$ cat config.mk
export PLATFORM = sky130hd
export DESIGN_NAME = apb_soc_ctrl_boot
export DESIGN_NICKNAME = d
export VERILOG_FILES = /design/src/rtl/apb_soc_ctrl_boot_pkg.sv /design/src/rtl/apb_soc_ctrl_boot_cluster_boot_seq.sv /design/src/rtl/apb_soc_ctrl_boot.sv
export SDC_FILE = /design/constraint.sdc
export NUM_CORES = 1
export LEC_CHECK = 0
export BUFFER_PORTS_ARGS = -buffer_cell sky130_fd_sc_hd__buf_2
export CAP_MARGIN = 10
export CORE_MARGIN = 3
export CORE_UTILIZATION = 31
export CTS_CLUSTER_DIAMETER = 120
export DETAILED_ROUTE_END_ITERATION = 6
export PLACE_DENSITY = 0.51
export SLEW_MARGIN = 0
export SYNTH_ARGS = -nofsm -noshare
export SYNTH_HDL_FRONTEND = slang
export SYNTH_SLANG_ARGS = --single-unit
$ cat constraint.sdc
create_clock -name HCLK -period 3.06 [get_ports HCLK]
set_input_delay 0.459 -clock HCLK [delete_from_list [all_inputs] [get_ports HCLK]]
set_output_delay 0.459 -clock HCLK [all_outputs]
set_load 0.01 [all_outputs]
$ cat src/rtl/apb_soc_ctrl_boot_pkg.sv
// Shared definitions for the APB SoC control slave: register word offsets
// (PADDR[9:2]) and the cluster boot sequencer state encoding.
package apb_soc_ctrl_boot_pkg;

    // Word offsets, i.e. byte address >> 2
    localparam logic [7:0] REG_INFO      = 8'h04;  // 0x010
    localparam logic [7:0] REG_BOOT_CMD  = 8'h08;  // 0x020
    localparam logic [7:0] REG_BOOT_DLY  = 8'h09;  // 0x024
    localparam logic [7:0] REG_BOOT_ADDR = 8'h0A;  // 0x028
    localparam logic [7:0] REG_STATUS    = 8'h0B;  // 0x02C
    localparam logic [7:0] REG_RES_BASE  = 8'h40;  // 0x100

    // Cluster index width; supports up to 8 clusters
    localparam int IDX_W = 3;

    typedef enum logic [1:0] {
        IDLE = 2'd0,
        SCAN = 2'd1,
        WAIT = 2'd2
    } boot_state_e;

endpackage

$ cat src/rtl/apb_soc_ctrl_boot_cluster_boot_seq.sv
// Cluster boot sequencer: walks the latched start mask one cluster at a time,
// raising each selected fetch-enable and then holding off for the programmed
// delay before moving on. Fetch-enables are sticky until a clear command.
module cluster_boot_seq
    import apb_soc_ctrl_boot_pkg::*;
#(
    parameter int NB_CLUSTERS = 1,
    parameter int DLY_WIDTH   = 8
) (
    input  logic                   HCLK,
    input  logic                   HRESETn,
    input  logic                   start_i,
    input  logic                   clear_i,
    input  logic [NB_CLUSTERS-1:0] mask_i,
    input  logic [DLY_WIDTH-1:0]   dly_i,
    output logic [NB_CLUSTERS-1:0] fetch_en_o,
    output logic                   busy_o,
    output logic [IDX_W-1:0]       idx_o
);

    localparam logic [IDX_W-1:0] LAST_IDX = IDX_W'(NB_CLUSTERS - 1);

    boot_state_e          state_q, state_d;
    logic [IDX_W-1:0]     idx_q, idx_d;
    logic [DLY_WIDTH-1:0] cnt_q, cnt_d;
    // Mask and enables padded to 8 bits so idx can index them for any cluster count
    logic [7:0]           mask_q, mask_d;
    logic [7:0]           fe_q, fe_d;

    // Next-state logic: scan the mask, set enables, count down the delay
    always_comb begin
        state_d = state_q;
        idx_d   = idx_q;
        cnt_d   = cnt_q;
        mask_d  = mask_q;
        fe_d    = fe_q;
        case (state_q)
            IDLE: begin
                if (clear_i) begin
                    fe_d = '0;
                end else if (start_i) begin
                    mask_d  = 8'(mask_i);
                    idx_d   = '0;
                    state_d = SCAN;
                end
            end
            SCAN: begin
                if (mask_q[idx_q]) begin
                    fe_d[idx_q] = 1'b1;
                    cnt_d       = dly_i;
                    state_d     = WAIT;
                end else if (idx_q == LAST_IDX) begin
                    idx_d   = '0;
                    state_d = IDLE;
                end else begin
                    idx_d = idx_q + IDX_W'(1);
                end
            end
            WAIT: begin
                if (cnt_q != '0) begin
                    cnt_d = cnt_q - DLY_WIDTH'(1);
                end else if (idx_q == LAST_IDX) begin
                    idx_d   = '0;
                    state_d = IDLE;
                end else begin
                    idx_d   = idx_q + IDX_W'(1);
                    state_d = SCAN;
                end
            end
            default: begin
                state_d = IDLE;
                idx_d   = '0;
            end
        endcase
    end

    // Sequencer state; asynchronous reset drops all enables immediately
    always_ff @(posedge HCLK or negedge HRESETn) begin
        if (!HRESETn) begin
            state_q <= IDLE;
            idx_q   <= '0;
            cnt_q   <= '0;
            mask_q  <= '0;
            fe_q    <= '0;
        end else begin
            state_q <= state_d;
            idx_q   <= idx_d;
            cnt_q   <= cnt_d;
            mask_q  <= mask_d;
            fe_q    <= fe_d;
        end
    end

    assign fetch_en_o = fe_q[NB_CLUSTERS-1:0];
    assign busy_o     = (state_q != IDLE);
    assign idx_o      = idx_q;

endmodule

$ cat src/rtl/apb_soc_ctrl_boot.sv
// APB SoC control slave: per-core resource registers, boot address/delay
// registers and a sequenced cluster boot controller.
module apb_soc_ctrl_boot
    import apb_soc_ctrl_boot_pkg::*;
#(
    parameter int          APB_ADDR_WIDTH = 12,
    parameter int          NB_CLUSTERS    = 1,
    parameter int          NB_CORES       = 4,
    parameter int          RES_WIDTH      = 8,
    parameter int          DLY_WIDTH      = 8,
    parameter logic [31:0] BOOT_ADDR_RST  = 32'h1C00_0000
) (
    input  logic                                    HCLK,
    input  logic                                    HRESETn,
    input  logic [APB_ADDR_WIDTH-1:0]               PADDR,
    input  logic [31:0]                             PWDATA,
    input  logic                                    PWRITE,
    input  logic                                    PSEL,
    input  logic                                    PENABLE,
    output logic [31:0]                             PRDATA,
    output logic                                    PREADY,
    output logic                                    PSLVERR,
    output logic [NB_CLUSTERS-1:0]                  cluster_fetch_en_o,
    output logic [31:0]                             boot_addr_o,
    output logic [NB_CLUSTERS*NB_CORES*RES_WIDTH-1:0] res_core_o
);

    localparam int NB_RES = NB_CLUSTERS * NB_CORES;

    logic [7:0]             addr_w;
    logic                   access, sel_info, sel_cmd, sel_dly, sel_addr, sel_status;
    logic                   res_hit, mapped, err, wr_en;
    logic                   busy, seq_start, seq_clear;
    logic [IDX_W-1:0]       idx;
    logic [NB_RES-1:0]      res_sel;
    logic [NB_RES*RES_WIDTH-1:0] res_flat;
    logic [DLY_WIDTH-1:0]   boot_dly_q, boot_dly_d;
    logic [31:0]            boot_addr_q, boot_addr_d;
    logic [31:0]            rdata;
    logic                   unused_addr;

    assign addr_w      = PADDR[9:2];
    assign unused_addr = ^{PADDR[APB_ADDR_WIDTH-1:10], PADDR[1:0]};
    assign access      = PSEL & PENABLE;
    assign sel_info    = (addr_w == REG_INFO);
    assign sel_cmd     = (addr_w == REG_BOOT_CMD);
    assign sel_dly     = (addr_w == REG_BOOT_DLY);
    assign sel_addr    = (addr_w == REG_BOOT_ADDR);
    assign sel_status  = (addr_w == REG_STATUS);
    assign res_hit     = |res_sel;
    assign mapped      = sel_info | sel_cmd | sel_dly | sel_addr | sel_status | res_hit;

    // Rejected accesses: unmapped, writes to read-only, boot controls while busy
    assign err   = ~mapped
                 | (PWRITE & (sel_info | sel_status))
                 | (PWRITE & busy & (sel_cmd | sel_addr));
    assign wr_en = access & PWRITE & ~err;

    assign seq_clear = wr_en & sel_cmd & PWDATA[31];
    assign seq_start = wr_en & sel_cmd & ~PWDATA[31] & (|PWDATA[NB_CLUSTERS-1:0]);

    cluster_boot_seq #(
        .NB_CLUSTERS (NB_CLUSTERS),
        .DLY_WIDTH   (DLY_WIDTH)
    ) u_seq (
        .HCLK       (HCLK),
        .HRESETn    (HRESETn),
        .start_i    (seq_start),
        .clear_i    (seq_clear),
        .mask_i     (PWDATA[NB_CLUSTERS-1:0]),
        .dly_i      (boot_dly_q),
        .fetch_en_o (cluster_fetch_en_o),
        .busy_o     (busy),
        .idx_o      (idx)
    );

    // Per-core resource registers
    for (genvar k = 0; k < NB_RES; k++) begin : g_core
        logic [RES_WIDTH-1:0] res_q, res_d;

        assign res_sel[k] = (addr_w == (REG_RES_BASE + 8'(k)));

        // Capture the low RES_WIDTH bits of a write to this core's slot
        always_comb begin
            res_d = res_q;
            if (wr_en && res_sel[k]) begin
                res_d = PWDATA[RES_WIDTH-1:0];
            end
        end

        // Resource register storage
        always_ff @(posedge HCLK or negedge HRESETn) begin
            if (!HRESETn) begin
                res_q <= '0;
            end else begin
                res_q <= res_d;
            end
        end

        assign res_flat[k*RES_WIDTH +: RES_WIDTH] = res_q;
    end

    // Boot delay and boot address write updates
    always_comb begin
        boot_dly_d  = boot_dly_q;
        boot_addr_d = boot_addr_q;
        if (wr_en && sel_dly) begin
            boot_dly_d = PWDATA[DLY_WIDTH-1:0];
        end
        if (wr_en && sel_addr) begin
            boot_addr_d = PWDATA;
        end
    end

    // Boot delay and boot address storage
    always_ff @(posedge HCLK or negedge HRESETn) begin
        if (!HRESETn) begin
            boot_dly_q  <= '0;
            boot_addr_q <= BOOT_ADDR_RST;
        end else begin
            boot_dly_q  <= boot_dly_d;
            boot_addr_q <= boot_addr_d;
        end
    end

    // Read mux; BOOT_CMD and unmapped addresses read as zero
    always_comb begin
        rdata = '0;
        if (sel_info) begin
            rdata = {16'(NB_CORES), 16'(NB_CLUSTERS)};
        end else if (sel_dly) begin
            rdata = 32'(boot_dly_q);
        end else if (sel_addr) begin
            rdata = boot_addr_q;
        end else if (sel_status) begin
            rdata[31]                = busy;
            rdata[26:24]             = idx;
            rdata[NB_CLUSTERS-1:0]   = cluster_fetch_en_o;
        end else begin
            for (int k = 0; k < NB_RES; k++) begin
                if (res_sel[k]) begin
                    rdata = 32'(res_flat[k*RES_WIDTH +: RES_WIDTH]);
                end
            end
        end
    end

    assign PRDATA      = PSEL ? rdata : 32'd0;
    assign PSLVERR     = access & err;
    assign PREADY      = 1'b1;
    assign boot_addr_o = boot_addr_q;
    assign res_core_o  = res_flat;

endmodule
# == Word level (Yosys, flattened, before mapping) ==
# Index checks and enable logic that the tools add are counted.
# totals
latchBits,0
output_inout_bits,99
rom_bits,0
ramBits,0
input_bits,49
elab_cells,114
n_memories,0
reg_bits,94
# classes
add_sub_neg,2
bitwise,25
shifts,0
mul,0
eq_ne,19
n_lt_le_gt_ge,2
reduce_logical,19
n_div,0
muxes,36
# op_table
operator,n
$mux W32,7
$mux W8,5
$eq A8 B4 Y1 const B,4
$eq A8 B7 Y1 const B,4
$pmux W8 S2,2
$mux W23,1
$mux W3,6
$and A1 B1 Y1,11
$mux W2,5
$ne A2 B2 Y1 const B,5
$or A1 B1 Y1,9
$pmux W3 S3,1
$reduce_and A3 Y1,3
$eq A8 B3 Y1 const B,1
$or A8 B8 Y8,1
$reduce_and A4 Y1,2
$reduce_bool A8 Y1,1
$sub A8 B1 Y8 const B,1
$logic_and A1 B1 Y1,7
$pmux W2 S3,1
$reduce_bool A2 Y1,3
$mux W1,5
$lt A3 B4 Y1 const B,1
$mux W4,1
other kinds (12),16

# == Longest topological paths before layout ==
# Gate-level depths: netlist of run 1.
# depth
depth_word,17
depth_mapped,7
depth_no_buf,7

# == Hierarchy ==
# A second synthesis of run 1 with hierarchy kept.
# unflattened
cells_unflattened,395
area_unflattened_um2,4662.0
# by_module_without_submodules
mod,seq_area_each_um2,area_per_inst_um2,n_inst,cells_each
apb_soc_ctrl_boot,1805.5,3594.7,1,284
cluster_boot_seq,375.4,1067.3,1,111

# == Worst setup path before layout of run 1 ==
# No wires, ideal clock.
# synth_path
path_kind,input to output
start,in PADDR[9]
end,out PRDATA[18]
stages,6
t_arrival_ns,1.918
n_path_buf,1
required_ns,2.601
setup_slack_ns,0.683
cell_sequence,nor4_4 -> nand2_2 -> nor2_2 -> clkbuf_1 -> nand2_1 -> a21oi_1
# synth_between
elab_chain_len,8
word_cells_on_any_way,13
classes_between,eq/ne: 6; mux: 7
# synth_lines
element,line_no,text
"start, declared",apb_soc_ctrl_boot.sv:15,"input logic [APB_ADDR_WIDTH-1:0] PADDR,"
$eq A8 B7 Y1,apb_soc_ctrl_boot.sv:81,assign res_sel[k] = (addr_w == (REG_RES_BASE + 8'(k)));
$mux W32 (2 in a row),apb_soc_ctrl_boot.sv:141,if (res_sel[k]) begin
$mux W23,apb_soc_ctrl_boot.sv:135,end else if (sel_status) begin
$mux W32,apb_soc_ctrl_boot.sv:133,end else if (sel_addr) begin
$mux W32,apb_soc_ctrl_boot.sv:131,end else if (sel_dly) begin
$mux W32 *,apb_soc_ctrl_boot.sv:129,if (sel_info) begin
$mux W32 *,apb_soc_ctrl_boot.sv:148,assign PRDATA = PSEL ? rdata : 32'd0;
"end, declared",apb_soc_ctrl_boot.sv:20,"output logic [31:0] PRDATA,"
# Every way passes the cells marked *; elsewhere a longest branch is shown, timed or not.

# == Final worst setup path of run 1 ==
# layout_path
start,reg u_seq.state_q[0]
end,"reg boot_addr_q[18], in the netlist boot_addr_o[18]"
# layout_between
elab_chain_len,7
# layout_lines
element,line_no,text
"start, declared",apb_soc_ctrl_boot_cluster_boot_seq.sv:23,"boot_state_e state_q, state_d;"
"start signal, assigned",apb_soc_ctrl_boot_cluster_boot_seq.sv:86,state_q <= state_d;
$reduce_bool A2 Y1,apb_soc_ctrl_boot_cluster_boot_seq.sv:95,assign busy_o = (state_q != IDLE);
$and A1 B1 Y1 (2 in a row),apb_soc_ctrl_boot.sv:56,| (PWRITE & busy & (sel_cmd | sel_addr));
$or A1 B1 Y1,apb_soc_ctrl_boot.sv:56,
$not A1 Y1,apb_soc_ctrl_boot.sv:57,assign wr_en = access & PWRITE & ~err;
$and A1 B1 Y1,apb_soc_ctrl_boot.sv:57,
$logic_and A1 B1 Y1,apb_soc_ctrl_boot.sv:110,if (wr_en && sel_addr) begin
"end signal, assigned",apb_soc_ctrl_boot.sv:122,boot_addr_q <= boot_addr_d;
"end, declared",apb_soc_ctrl_boot.sv:38,"logic [31:0] boot_addr_q, boot_addr_d;"
# No other way between the ends.
# A chain may end at the register's enable or synchronous reset.

==> metrics, run 1 <==
cell count after synthesis=367; Max-Cap Viols=0; top cells by area in the synthesized netlist=dfrtp_1, mux2_2, mux2_4; Async SR Flop Fraction=1.00; slew margin rel.=0.505; Post CTS Setup Buffer Count=0; hpwl dp=9.94 mm; CTS tree=done; per-cell routed wire length=18.8 um; first-pass GRT wire length=20.5 mm; P_leak=3.12 nW; Die ar.=16300 sq um; CTS HTree Levels=3; Overflow after GRT=0; Syn Std Cell Area=4600 sq um; Avg Cell Area, Syn=12.5 sq um; P&R area growth vs syn=28.3%; Achievable Freq=0.385 GHz; area leader, netlist=dfrtp_1; Final ANT Viol Nets=0; Synth cell types=50; CP Class=flop to flop; Max VDD drop=0.331 mV; final setup fails=0; Clock Tree Root=clkbuf_16; Post-synth EDFFs=0; M1 WL=5.95 mm; critical-path maximum fanout=22; kind of end point of the critical path=flop; DR pass1 iterations=4; setup_tns=0 ns; fillcell total=1409; share of cells above drive strength 1=0.509; IO Port Bufs=142; Worst Setup Start Kind=flop; Final Hold Viols=0; met3 routed WL=518 um; actual slew at the worst max-slew pin=0.743 ns; Yosys warning count=0; Final Skew=0.00880 ns; drt drc=0; vias in the first global route=3747; GRT Total Usage=0.162; Vias/cell=5.08; cell row count=43; I/O Pins=148; CTS Hold Bufs=0; clk sink count=87; post-synthesis sequential area ratio=0.474; syn nets=424; Pins Over Slew Limit=0; Pwr Total=3.35 mW; Top Metal Used=met4; routability cong.=0.814; worst path required time=3.28 ns; largest net degree at the start of global routing=49; RSZ-0062 raised after global routing=no; Cell Pwr Density=568 nW/um^2; Top FF cell, synth=dfrtp_1; arrival time worst endpoint=2.82 ns; Resized Gates After CTS=0; final net count=581; fin crit share=0.850; Die Y=128 um; status=completed; n_diodes=0; Final min period=2.60 ns; Core ar.=14200 sq um; Initial Utilization=0.324; antenna violations before repair=0; WL final=13.3 mm; type of the worst min-delay path=input pin to asynchronous set/reset pin; clock latency at the later pin of the worst-skew pair=0.34 ns; met2 wire length=6.68 mm; Yosys reg bits=87; area fraction of the dominant cell type after synthesis=0.457; Die X=128 um; total CTS buffers=9; Longest Clk Path Bufs=2; register area=2180 sq um; Starting DRT DRC Count=207; Worst-path clk slew=0.07 ns; multi-input logic area=2280 sq um; DR vias=3600
==> layout by cell type, fill, tap and decap left out, types with 4 or more instances in the layout <==
cell / netlist / layout
a21oi_1: 13 / 13
a32oi_1: 8 / 8
and3_1: 22 / 22
buf_2: 0 / 141
buf_4: 1 / 18
clkbuf_16: 0 / 9
dfrtp_1: 84 / 84
ha_1: 8 / 8
inv_1: 13 / 13
mux2_2: 43 / 43
mux2_4: 30 / 30
mux2i_1: 7 / 7
mux4_2: 7 / 7
nand2_1: 22 / 22
nand2b_1: 5 / 5
nand3_1: 7 / 7
nand4_1: 4 / 4
nor2_1: 15 / 15
nor3b_1: 5 / 5
o21ai_0: 10 / 10
o22ai_1: 5 / 5
==> final timing paths <==
kind	startpoint	endpoint	slack (ns)	depth (start not counted)
min in group HCLK	PWDATA[20]	boot_addr_o[20]	0.35	2
hold / removal	HRESETn	boot_addr_o[22]	0.12	1
setup reg to reg	u_seq.state_q[0]	boot_addr_o[18]	0.46	7
setup / recovery	u_seq.state_q[0]	boot_addr_o[18]	0.46	7
max in group asynchronous	HRESETn	boot_addr_o[26]	2.16	2
hold reg to reg	u_seq.mask_q[0]	u_seq.mask_q[0]	0.46	2
==> per-stage QoR <==
stage / area (sq um) / worst slack [ns] / cells / hold slack [ns] / utilization
after floorplan: 4600 / 0.683 / 367 / 0.163 / -
after global placement: 5590 / 0.527 / 693 / 0.448 / 0.394
after detailed placement: 5590 / 0.493 / 693 / 0.442 / 0.394
after CTS: 5900 / 0.473 / 709 / 0.155 / 0.415
after global routing: 5900 / 0.344 / 709 / 0.177 / 0.415
final: 5900 / 0.460 / 709 / 0.124 / 0.415
==> worst max-delay path, stage by stage, from the launching register on <==
cell,delay [ns]
dfrtp_1,0.41
inv_1,0.10
ha_1,0.22
inv_1,0.14
a311o_2,0.46
a2111oi_4,0.53
buf_12,0.27
mux2_2,0.35
==> power breakdown <==
part           internal, mW  total (mW)  switching [mW]  leakage, nW
Sequential             1.24        1.34          0.0979         1.18
Combinational         0.373       0.882           0.509         1.79
Clock                 0.664        1.13           0.465        0.151
==> synth_stat cells (all sizes together), types with 2 or more instances <==
cell,instances
nor3,5
clkbuf,7
o2bb2ai,3
mux2,76
nand2,23
a32oi,8
nor3b,5
nor4b,3
a21boi,2
mux2i,7
nor2,16
nor4,3
and3,22
mux4,7
buf,7
o41ai,2
a21oi,13
dfrtp,84
nand2b,5
o221a,2
ha,8
o21ai,10
inv,13
nor2b,3
nand3,7
o22ai,5
nand4,4
o211ai,3
dfstp,3
==> cell families (layout without fill, tap and decap cells) <==
group                      after synthesis  in the layout  share of synthesized area
DFF                                     87             87                      0.474
buffers and inverters                   27            189                     0.0310
AOI/OAI and AO/OA                       54             54                     0.0862
muxes                                   90             90                      0.260
other                                    1              1                   0.000815
adders and majority gates                8              8                     0.0218
and+or+nand+nor                        100            100                      0.126
==> sequential cells by signal, summed over array words and instances (netlist names) <==
name           cells
boot_addr_o       32
g_core.res_q      32
boot_dly_q         8
u_seq.cnt_q        8
u_seq.idx_o        3
u_seq.state_q      2
u_seq.fe_q         1
u_seq.mask_q       1
==> area by class of cell <==
| class | count | share of cell area |
|---|---|---|
| clock buffers | 11 | 0.0411 |
| inverters | 13 | 0.00827 |
| repair buffers | 160 | 0.146 |
| multi-input cells | 253 | 0.386 |
| flip-flops and latches | 87 | 0.370 |
| well taps | 180 | 0.0382 |
| clock inverters | 5 | 0.0110 |
==> metal layers <==
| layer | vias to the layer above | global-route usage |
|---|---|---|
| li1 | 1686 | - |
| met1 | 1833 | 0.215 |
| met2 | 73 | 0.269 |
| met3 | 8 | 0.0329 |
| met4 | 0 | 0.0462 |
| met5 | - | 0 |
No activity file was read; power rests on OpenSTA's default activity.
==> run 2: changes to the inputs <==
--- a/config.mk
+++ b/config.mk
@@ -5,13 +5,14 @@
 export SDC_FILE = /design/constraint.sdc
 export NUM_CORES = 1
 export LEC_CHECK = 0
+export ABC_AREA = 1
 export BUFFER_PORTS_ARGS = -buffer_cell sky130_fd_sc_hd__buf_2
 export CAP_MARGIN = 10
 export CORE_MARGIN = 3
 export CORE_UTILIZATION = 31
 export CTS_CLUSTER_DIAMETER = 120
 export DETAILED_ROUTE_END_ITERATION = 6
-export PLACE_DENSITY = 0.51
+export PLACE_DENSITY = 0.53
 export SLEW_MARGIN = 0
 export SYNTH_ARGS = -nofsm -noshare
 export SYNTH_HDL_FRONTEND = slang
==> constraint.sdc (replaced) <==
create_clock -name HCLK -period 2.1 [get_ports HCLK]
set_input_delay 0.315 -clock HCLK [delete_from_list [all_inputs] [get_ports HCLK]]
set_output_delay 0.315 -clock HCLK [all_outputs]
set_load 0.01 [all_outputs]
==> metrics, run 2 <==
status=completed; arrival time worst endpoint=1.76 ns; most frequent cells after synthesis=nand2_1, dfrtp_1, inv_1, o21ai_2, o21ai_1; most frequent cells in the layout=nand2_1, buf_2, dfrtp_1, inv_1; Initial Utilization=0.322; Finished Layout Cells=978; antenna violations before repair=1; Starting DRT DRC Count=212; Top FF cell, synth=dfrtp_1; setup_tns=0 ns; Avg Cell Area, Syn=8.34 sq um; Synth cell types=42; Die ar.=17600 sq um; DR vias=4609; adder-cell area share of the yosys netlist=0.0202; post-synthesis mux area share=0; Final ANT Viol Nets=0; clk sink count=87; post-synthesis compound-gate area fraction=0.172; share of cells above drive strength 1=0.407; top cells by area in the synthesized netlist=dfrtp_1, nand2_1, o21ai_2; CTS HTree Levels=3; worst path required time=1.78 ns; RSZ-0062 raised after global routing=yes; WL final=14.8 mm; clock latency at the later pin of the worst-skew pair=0.34 ns; drt drc=0; Post-synth EDFFs=0; hpwl dp=11.1 mm; Final Skew=0.00836 ns; post-synthesis sequential area ratio=0.439; fillcell total=1569; per-cell routed wire length=15.1 um; Overflow after GRT=0; DR pass1 iterations=4; IO Port Bufs=142; Achievable Freq=0.481 GHz; total CTS buffers=9; CP Class=input pin to output port; Die Y=133 um; vias in the first global route=4451; first-pass GRT wire length=23.6 mm; Post-Synth Simple-Gate Area=0.280; Reg2Reg Depth=11; Vias/cell=4.71; area leader, netlist=dfrtp_1; Async SR Flop Fraction=1.00; Max-Cap Viols=0; Clock Tree Root=clkbuf_16; area fraction of the dominant cell type after synthesis=0.423; Pins Over Slew Limit=0; xor/xnor share of the synthesized area=0.00353; fin crit share=0.990; P&R area growth vs syn=32.2%; main combinational cell family by area after synthesis=simple AND/OR/NAND/NOR gates; Worst Hold Depth=3; Worst Setup Start Kind=input pin; Die X=133 um; GRT Total Usage=0.167; I/O Pins=148; Longest Clk Path Bufs=2; most common cell after layout, fill and taps aside=nand2_1; Cell Pwr Density=673 nW/um^2; CTS tree=done; type of the worst min-delay path=input pin to flop; placed insts=953; critical-path maximum fanout=8; final net count=818; Core ar.=15400 sq um; Max VDD drop=0.353 mV; cell count after synthesis=595; final setup fails=0; slew margin rel.=0.650; largest net degree at the start of global routing=41; P_leak=3.46 nW; kind of end point of the critical path=output port; cell row count=45; actual slew at the worst max-slew pin=0.525 ns; Yosys warning count=0; Final Hold Viols=0; top-count cell post-synth=nand2_1; Worst-path clk slew=0.07 ns; syn nets=652; routability cong.=0.843; Yosys reg bits=87; Final min period=2.08 ns; Syn Std Cell Area=4960 sq um
run 2: cell types whose count changed after synthesis, moves of 30 or more:
cell / previous run / this run
nand2_1: 22 / 151
inv_1: 13 / 62
mux2_2: 43 / 0
o21ai_2: 0 / 37
o21ai_1: 0 / 36
nand2_2: 1 / 32
mux2_4: 30 / 0
run 2: power breakdown:
part / total (mW) / internal [mW] / switching, mW
clock: 1.52 / 0.843 / 0.677
combinational: 1.07 / 0.393 / 0.675
sequential: 1.83 / 1.76 / 0.0726
total: 4.42 / 2.99 / 1.42
run 2: cells by family after synthesis:
| group | Yosys count |
|---|---|
| flip-flops | 87 |
| buffers and inverters | 92 |
| AND/OR/NAND/NOR | 271 |
| XOR/XNOR | 2 |
| other | 1 |
| AO/OA/AOI/OAI | 134 |
| adder cells (fa/ha/maj) | 8 |
run 2: timing repair:
action,CTS,global route
pin swaps,0,14
hold buffers,1,0
endpoints found under the setup margin,1,8
endpoints found under the hold margin,32,0
gates resized for setup,1,42
gates cloned,0,1
setup buffers,0,6
run 2: worst paths after layout:
check,from,endpoint,slack (ns)
worst max register to register,u_seq.state_q[1],u_seq.state_q[1],0.36
worst min-delay path,PWDATA[27],boot_addr_o[27],0.19
max in group asynchronous,HRESETn,boot_addr_o[9],1.00
worst max-delay path,PADDR[6],PRDATA[1],0.02
min in group asynchronous,HRESETn,g_core[2].res_q[1],0.50
worst min register to register,u_seq.mask_q[0],u_seq.mask_q[0],0.46
run 2: per-layer routing:
layer | part of all wire | GRT usage | up-vias
met5 | 0 | 0 | -
met4 | 0.017 | 0.0485 | 0
met3 | 0.047 | 0.0293 | 17
met2 | 0.51 | 0.289 | 122
met1 | 0.43 | 0.213 | 2211
li1 | - | - | 2259
run 2: cell type report:
| class | instances | area [sq um] | area share |
|---|---|---|---|
| timing repair inverter | 1 | 7.51 | 0.00114 |
| inverter | 73 | 279 | 0.0425 |
| tap | 211 | 264 | 0.0402 |
| clock buffer | 11 | 243 | 0.0370 |
| multi-input combinational | 416 | 2490 | 0.379 |
| antenna | 1 | 2.50 | 0.000381 |
| timing repair buffer | 173 | 1060 | 0.161 |
| sequential | 87 | 2180 | 0.332 |
| clock inverter | 5 | 41.3 | 0.00629 |
run 2: per-stage QoR:
step	total power [mW]	worst slack (ns)	util	hold slack (ns)	instance area (sq um)
after floorplan	2.53	0.335	-	0.0194	4960
after global placement	2.84	0.0406	0.393	0.341	6070
after detailed placement	2.89	0.0242	0.393	0.340	6070
after CTS	4.42	0.0141	0.412	0.176	6360
after global routing	4.69	-0.0327	0.425	0.186	6560
final	4.42	0.0212	0.425	0.185	6560
run 2: critical path: stages:
cell and delay [ns]:
buf_8 0.10, nor2_4 0.12, nand3_4 0.10, nor2_4 0.19
inv_4 0.07, nor2_4 0.13, buf_12 0.15, nand2_4 0.05
nand3_2 0.07, o21ai_2 0.05, a31oi_1 0.23, buf_2 0.18
